$ cat config.mk
export PLATFORM = sky130hd
export DESIGN_NAME = sim_run_ctrl_flat
export DESIGN_NICKNAME = d
export VERILOG_FILES = /design/src/rtl/sim_run_ctrl_if.sv /design/src/rtl/sim_run_ctrl.sv /design/src/flat_wrapper.sv
export SDC_FILE = /design/constraint.sdc
export NUM_CORES = 1
export LEC_CHECK = 0
export ABC_AREA = 1
export BUFFER_PORTS_ARGS = -buffer_cell sky130_fd_sc_hd__buf_2
export CORE_UTILIZATION = 62
export DETAILED_ROUTE_END_ITERATION = 10
export GPL_ROUTABILITY_DRIVEN = 1
export HOLD_SLACK_MARGIN = 0.1
export PLACE_DENSITY = 0.91
export SLEW_MARGIN = 20
export SYNTH_ARGS = -nofsm -noshare
export SYNTH_HDL_FRONTEND = slang
export SYNTH_SLANG_ARGS = --single-unit
export TNS_END_PERCENT = 20
$ cat constraint.sdc
create_clock -name clk -period 4.8 [get_ports clk]
set_input_delay 0.96 -clock clk [delete_from_list [all_inputs] [get_ports clk]]
set_output_delay 0.96 -clock clk [all_outputs]
set_load 0.03 [all_outputs]
$ cat src/rtl/sim_run_ctrl_if.sv
// Core-side bus of the simulation run controller.
// Carries the core's fetch/retire view (pc, instruction, instr_valid)
// into the controller. It carries the controller's status and counters
// (core_rst, running, done, halted, timeout, cycle_count, instret) back out.
// master: the core / harness side. slave: the controller.
interface sim_run_ctrl_if #(
    parameter int XLEN = 32
);
    logic [XLEN-1:0] pc;
    logic [31:0]     instruction;
    logic            instr_valid;
    logic            core_rst;
    logic            running;
    logic            done;
    logic            halted;
    logic            timeout;
    logic [31:0]     cycle_count;
    logic [31:0]     instret;

    modport master (
        output pc,
        output instruction,
        output instr_valid,
        input  core_rst,
        input  running,
        input  done,
        input  halted,
        input  timeout,
        input  cycle_count,
        input  instret
    );

    modport slave (
        input  pc,
        input  instruction,
        input  instr_valid,
        output core_rst,
        output running,
        output done,
        output halted,
        output timeout,
        output cycle_count,
        output instret
    );
endinterface

$ cat src/rtl/sim_run_ctrl.sv
// Simulation run controller: holds the core in reset, lets it run, and ends
// the run on an ecall, a stalled pc, or an exhausted cycle budget.
// Ports: clk, rst (sync, active-high), bus (slave side of sim_run_ctrl_if).
// All status outputs are registered.
module sim_run_ctrl #(
    parameter int          XLEN        = 32,
    parameter int unsigned RST_CYCLES  = 1,
    parameter int unsigned MAX_CYCLES  = 23,
    parameter int unsigned STALL_LIMIT = 4,
    parameter logic [31:0] HALT_INSTR  = 32'h00000073
) (
    input logic         clk,
    input logic         rst,
    sim_run_ctrl_if.slave bus
);
    localparam logic [31:0] HOLD_LAST  = 32'(RST_CYCLES - 1);
    localparam logic [31:0] CYC_LAST   = 32'(MAX_CYCLES - 1);
    localparam logic [31:0] STALL_LAST = 32'(STALL_LIMIT - 1);

    typedef enum logic [1:0] {
        HOLD,
        RUN,
        DONE
    } state_t;

    state_t          state;
    logic [31:0]     hold_cnt;
    logic [31:0]     stall_cnt;
    logic [XLEN-1:0] prev_pc;
    logic            prev_ok;

    logic            core_rst_q;
    logic            running_q;
    logic            done_q;
    logic            halted_q;
    logic            timeout_q;
    logic [31:0]     cyc_q;
    logic [31:0]     ir_q;

    logic            is_ecall;
    logic            pc_same;
    logic            stall_hit;
    logic            budget_hit;

    // prev_ok masks the compare on the first RUN cycle, when prev_pc
    // still holds nothing meaningful.
    always_comb begin
        is_ecall   = bus.instr_valid && (bus.instruction == HALT_INSTR);
        pc_same    = prev_ok && (bus.pc == prev_pc);
        stall_hit  = pc_same && (stall_cnt == STALL_LAST);
        budget_hit = (cyc_q == CYC_LAST);
    end

    always_ff @(posedge clk) begin
        if (rst) begin
            state      <= HOLD;
            hold_cnt   <= '0;
            stall_cnt  <= '0;
            prev_pc    <= '0;
            prev_ok    <= 1'b0;
            core_rst_q <= 1'b1;
            running_q  <= 1'b0;
            done_q     <= 1'b0;
            halted_q   <= 1'b0;
            timeout_q  <= 1'b0;
            cyc_q      <= '0;
            ir_q       <= '0;
        end else begin
            unique case (state)
                HOLD: begin
                    hold_cnt <= hold_cnt + 32'd1;
                    if (hold_cnt == HOLD_LAST) begin
                        state      <= RUN;
                        hold_cnt   <= '0;
                        core_rst_q <= 1'b0;
                        running_q  <= 1'b1;
                    end
                end
                RUN: begin
                    cyc_q   <= cyc_q + 32'd1;
                    prev_pc <= bus.pc;
                    prev_ok <= 1'b1;
                    if (bus.instr_valid) begin
                        ir_q <= ir_q + 32'd1;
                    end
                    if (pc_same) begin
                        stall_cnt <= stall_cnt + 32'd1;
                    end else begin
                        stall_cnt <= '0;
                    end
                    // A halt in the budget's last cycle still counts as halt.
                    if (is_ecall || stall_hit) begin
                        state      <= DONE;
                        halted_q   <= 1'b1;
                        done_q     <= 1'b1;
                        running_q  <= 1'b0;
                        core_rst_q <= 1'b1;
                    end else if (budget_hit) begin
                        state      <= DONE;
                        timeout_q  <= 1'b1;
                        done_q     <= 1'b1;
                        running_q  <= 1'b0;
                        core_rst_q <= 1'b1;
                    end
                end
                DONE: begin
                    state <= DONE;
                end
                default: begin
                    state <= HOLD;
                end
            endcase
        end
    end

    assign bus.core_rst    = core_rst_q;
    assign bus.running     = running_q;
    assign bus.done        = done_q;
    assign bus.halted      = halted_q;
    assign bus.timeout     = timeout_q;
    assign bus.cycle_count = cyc_q;
    assign bus.instret     = ir_q;
endmodule

$ cat src/flat_wrapper.sv
// flat-port wrapper written by rule: the top's interface ports become plain ports
module sim_run_ctrl_flat 
#(
    parameter int          XLEN        = 32,
    parameter int unsigned RST_CYCLES  = 1,
    parameter int unsigned MAX_CYCLES  = 23,
    parameter int unsigned STALL_LIMIT = 4,
    parameter logic [31:0] HALT_INSTR  = 32'h00000073
)
  (clk, rst, bus_pc, bus_instruction, bus_instr_valid, bus_core_rst, bus_running, bus_done, bus_halted, bus_timeout, bus_cycle_count, bus_instret);
  sim_run_ctrl_if #(.XLEN(XLEN)) bus_i ();
  input logic clk;
  input logic rst;
  input wire logic [$bits(bus_i.pc)-1:0] bus_pc;
  input wire logic [$bits(bus_i.instruction)-1:0] bus_instruction;
  input wire logic [$bits(bus_i.instr_valid)-1:0] bus_instr_valid;
  output wire logic [$bits(bus_i.core_rst)-1:0] bus_core_rst;
  output wire logic [$bits(bus_i.running)-1:0] bus_running;
  output wire logic [$bits(bus_i.done)-1:0] bus_done;
  output wire logic [$bits(bus_i.halted)-1:0] bus_halted;
  output wire logic [$bits(bus_i.timeout)-1:0] bus_timeout;
  output wire logic [$bits(bus_i.cycle_count)-1:0] bus_cycle_count;
  output wire logic [$bits(bus_i.instret)-1:0] bus_instret;
  assign bus_i.pc = bus_pc;
  assign bus_i.instruction = bus_instruction;
  assign bus_i.instr_valid = bus_instr_valid;
  assign bus_core_rst = bus_i.core_rst;
  assign bus_running = bus_i.running;
  assign bus_done = bus_i.done;
  assign bus_halted = bus_i.halted;
  assign bus_timeout = bus_i.timeout;
  assign bus_cycle_count = bus_i.cycle_count;
  assign bus_instret = bus_i.instret;
  sim_run_ctrl #(.XLEN(XLEN), .RST_CYCLES(RST_CYCLES), .MAX_CYCLES(MAX_CYCLES), .STALL_LIMIT(STALL_LIMIT), .HALT_INSTR(HALT_INSTR)) u_core (.clk(clk), .rst(rst), .bus(bus_i));
endmodule
# [Yosys cells after proc, flatten, opt, wreduce, memory -nomap -nowiden]
# Index checks and enable logic that the tools add are counted.
[word_totals] reg_bits=168 output_inout_bits=69
[classes] n_addsub=4 n_eq_ne=8 mux=14 n_bitwise=1 reduce_logical=14
[ops] cell="adder 32 x 1 -> 32 bit, second input constant" n=4
[ops] cell="2-to-1 mux 32 bit" n=2
[ops] cell="equality test 32 x 2 -> 1 bit, second input constant" n=1
[ops] cell="equality test 32 bit" n=1
[ops] cell="equality test 32 x 5 -> 1 bit, second input constant" n=1
[ops] cell="equality test 32 x 7 -> 1 bit, second input constant" n=1
[ops] cell="logical NOT 32 bit" n=1
[ops] cell="AND reduction 2 bit" n=4
[ops] cell="2-to-1 mux 1 bit" n=6
[ops] cell="2-to-1 mux 2 bit" n=3
[ops] cell="one-hot mux 2 bit (3 select lines)" n=1
[ops] cell="AND reduction 3 bit" n=2
[ops] cell="one-hot mux 1 bit (2 select lines)" n=2
[ops] cell="nonzero test 2 bit" n=2
[ops] cell="logical AND 1 bit" n=3
[ops] cell="!= test 3 x 1 -> 1 bit, second input constant" n=1
[ops] cell="equality test 2 x 1 -> 1 bit, second input constant" n=1
[ops] cell="equality test 2 bit, second input constant" n=1
[ops] cell="logical NOT 2 bit" n=1
[ops] cell="!= test 2 x 1 -> 1 bit, second input constant" n=1
[ops] cell="logical OR 1 bit" n=1
[ops] cell="NOT 1 bit" n=1

# [Depth between registers and ports, before layout]
[depth] ltp_word=6 ltp_mapped=16 mapped_depth_nobuf=15

# [Worst setup path before layout]
# OpenSTA, ideal clock, no wires.
[synth_timing] kind="input -> register" from="input port bus_instr_valid" to="register u_core.ir_q[27] (netlist: u_core.bus.instret[27])" setup_ns=0.116 t_arrival_ns=2.131 required_time_ns=4.684 setup_slack_ns=2.553 stages=11 n_path_buf=0 path_cell_list="nand2_2 > nor2_4 > nand4_1 > nor2_1 > nand3_1 > nor2_1 > nand2_1 > nor2_1 > nand2_1 > o21ai_1 > a21oi_1"
[synth_between] elab_chain_len=1
[synth_rtl] element="start, declared" line="flat_wrapper.sv:16" rtl="input wire logic [$bits(bus_i.instr_valid)-1:0] bus_instr_valid;"
[synth_rtl] element="AND reduction 2 bit (no source line)"
[synth_rtl] element="end signal, assigned" line="sim_run_ctrl.sv:84" rtl="ir_q <= ir_q + 32'd1;"
[synth_rtl] element="end, declared" line="sim_run_ctrl.sv:38" rtl="logic [31:0] ir_q;"
# No other way between the ends.
# A chain may end at the register's enable or synchronous reset.

# [Worst setup path after layout]
[layout_timing] from="register u_core.state[1]" to="register u_core.stall_cnt[25]"
[layout_between] elab_chain_len=1
[layout_rtl] element="start, declared" line="sim_run_ctrl.sv:26" rtl="state_t state;"
[layout_rtl] element="start signal, assigned" line="sim_run_ctrl.sv:56" rtl="state <= HOLD;"
[layout_rtl] element="start signal, assigned" line="sim_run_ctrl.sv:73" rtl="state <= RUN;"
[layout_rtl] element="start signal, assigned" line="sim_run_ctrl.sv:93" rtl="state <= DONE;"
[layout_rtl] element="equality test 2 x 1 -> 1 bit" line="sim_run_ctrl.sv:69" rtl="unique case (state)"
[layout_rtl] element="end signal, assigned" line="sim_run_ctrl.sv:87" rtl="stall_cnt <= stall_cnt + 32'd1;"
[layout_rtl] element="end, declared" line="sim_run_ctrl.sv:28" rtl="logic [31:0] stall_cnt;"
# No other way between the ends.

==> reports/metrics.cfg <==
[global_routing]
grt_overflow=0
grt_pass1_wl_mm=38.3
grt_pass1_vias=8692
antenna_found_initial=0
grt_max_degree=74
grt_usage_pct=31.6

[clock_tree]
clk_pin_slew_worst_paths_ns=0.06
cts_max_level=4
root_buffer=clkbuf_16
hold_buffers=0
cts_made_buffers=17
cts_tree=yes
cts_resized=0
post-cts-setup-buffer-count=0
cts_buffer_depth=2
clk-insertion-delay-late_ns=0.44
clkSinkCount=168

[flow_run]
cap_violations=0

[timing]
timing.fmax_mhz=323
setup_viol=0
finalMaxSlewViolations=0
slew_headroom_pct=41.0
hold_viol=0
period_needed_ns=3.10
finClkSkew_ns=0.00810
holdWs_ns=0.471
fin_ws_ns=1.70
fin_tns_setup_ns=0
fin_crit_sh_pct=64.5
tightest_slew_ns=0.880
rsz0062_at_grt=no

[die]
rows=43
initial_core_util_pct=64.8
design.die.area_um2=15200
chipWidth_um=123
coreArea_um2=14100
io_pins=136
die_h_um=123

[route]
dr_wl_met2_mm=11.6
dr.pass1.iters=6
met1_length_mm=9.88
met3_length_mm=1.61
drt-total-wl_mm=23.7
ant_nets=0
drc=0
drtIter0Drc=825
via_count=9588
top_layer_used=met4
routedWlPerCell_um=14.1
via_per_inst=5.69

[critical_path]
cpMaxStageDelayCell=buf_4
reg2regPathDepth=15
path_cells=inv_1 > ha_2 > buf_4 > nand2_2 > nor2_2 > nand2_2 > nor2_4 > nand2_1 > nor2_2 > nand4_2 > inv_2 > nand2_2 > nor3_2 > xnor2_1 > nor2_1
reg2reg_to=u_core.stall_cnt[25]
r2r_slack_ns=1.70
cp.required_ns=5.08
critPathMaxStageDelay_ns=0.55
cp.arrival_ns=3.38
critPathLaunchType=register
startpoint=u_core.state[1]
critical_path_class=register to register
path_max_fanout=73
cp-endpoint=u_core.stall_cnt[25]
end_kind=register
reg2reg_from=u_core.state[1]
cp_common_cell=nand2_2

[place]
place_ws_ns=1.84
globalplace.congestion=0.949
hpwl_mm=16.9
place_area_um2=9930
post-place-cells=1654
io_buffers=135

[finish]
multi_input_area_um2=4850
fin_nets=1569
fill_cells=1094
final_util_pct=74.4
area_growth_pct=14.9
post-route-cell-area_um2=10500
num_antenna_cells=0
fin_cells=1685
regArea_um2=3360
drive_gt1_share_pct=14.8

[yosys]
seq_area_frac_synth_pct=36.8
synth-seq-cells=168
synthFlopType=dfxtp_1
netlist_area_um2=9130
synth_cells=1369
synth-compound-area-share_pct=11.9
synth_xor_area_share_pct=3.07
synth-warning-count=0
yosys.area.top_type=dfxtp_1
synth.area.mux_share_pct=0
synth.top_cell.area_share_pct=36.8
synth_fa_ha_area_share_pct=1.23
synth-simple-area-share_pct=36.8
avgSynthCellArea_um2=6.67
synthTopCellsByArea=dfxtp_1 (37%), nand2_1 (10%), inv_1 (8.1%)
synthArstFlopShare_pct=0
synth_top_family_by_area=simple AND/OR/NAND/NOR gates
synth_most_common_cell=nand2_1
synth_edf_count=0
synth_top_cells_by_count=nand2_1 (255), inv_1 (197), dfxtp_1 (168)
synth_fp_nets=1445
yosysUniqueCellTypes=41

[hold_path]
hold_class=register to register

[pwr]
irDropWorstVdd_mv=0.320
power.leakage_nw=4.24
p_total_mw=3.71
power_density_nw_per_um2=353

[run_status]
status=complete, no violations

[layout by cell type (no fill, tap or decap), drive strengths merged, types with 20 or more instances in the layout]
| cell | synthesis | layout |
|---|---|---|
| nor3 | 91 | 91 |
| inv | 209 | 209 |
| buf | 9 | 139 |
| clkbuf | 25 | 22 |
| dfxtp | 168 | 168 |
| a21oi | 111 | 111 |
| nand2 | 264 | 264 |
| o21ai | 76 | 76 |
| nor2 | 158 | 158 |
| nand3 | 82 | 82 |
| nor4 | 23 | 23 |
| xor2 | 20 | 20 |
| nand4 | 53 | 53 |
[critical path: cells and delay by family, from the launching register on]
family,cells,cell delay (ns)
xor gates and xnor gates,1,0.17
adders and majority gates,1,0.28
buffers and inverters,3,0.80
DFF,1,0.31
and+or+nand+nor,10,1.37
[layer usage]
metal  vias up  global-route usage [%]
met2       367                    55.8
met4         0                    12.9
met5         -                       0
met3        68                    7.10
met1      4381                    36.9
li1       4772                       -
[layout make-up]
type                    instances  share of cell area [%]
multi-input cells             958                    46.2
flip-flops and latches        168                    32.1
inverters                     209                    7.50
repair buffers                139                    6.73
clock buffers                  22                    4.42
well taps                     180                    2.15
clock inverters                 9                   0.954
[sequential cells by signal (all words and copies together), names as in the netlist]
signal                  cells
u_core.stall_cnt           32
u_core.bus.done             1
u_core.state                2
u_core.bus.timeout          1
u_core.bus.halted           1
u_core.bus.core_rst         1
u_core.bus.running          1
u_core.bus.instret         32
u_core.prev_pc             32
u_core.bus.cycle_count     32
u_core.hold_cnt            32
u_core.prev_ok              1
[worst min-delay path by stage]
stage,start,end,slack (ns),cells past startpoint
CTS,u_core.state[1],u_core.state[1],0.47,2
global route,u_core.bus.halted,u_core.bus.halted,0.50,2
finish,u_core.state[1],u_core.state[1],0.47,2
detailed placement,u_core.bus.timeout,u_core.bus.timeout,0.45,1
global placement,u_core.bus.halted,u_core.bus.halted,0.44,2
floorplan,u_core.state[1],u_core.state[1],0.44,2
[kinds of logic after synthesis]
logic type                 after synthesis
xor gates and xnor gates                32
AOI/OAI and AO/OA                      207
adders and majority gates                9
DFF                                    168
and+or+nand+nor                        710
buffers and inverters                  243
[power breakdown]
| part | switching [mW] | leakage, nW | total (mW) | internal (mW) |
|---|---|---|---|---|
| Clock | 0.552 | 0.276 | 1.34 | 0.785 |
| Sequential | 0.0946 | 1.36 | 1.62 | 1.52 |
| Combinational | 0.523 | 2.60 | 0.752 | 0.229 |
No activity file was read; power rests on OpenSTA's default activity.
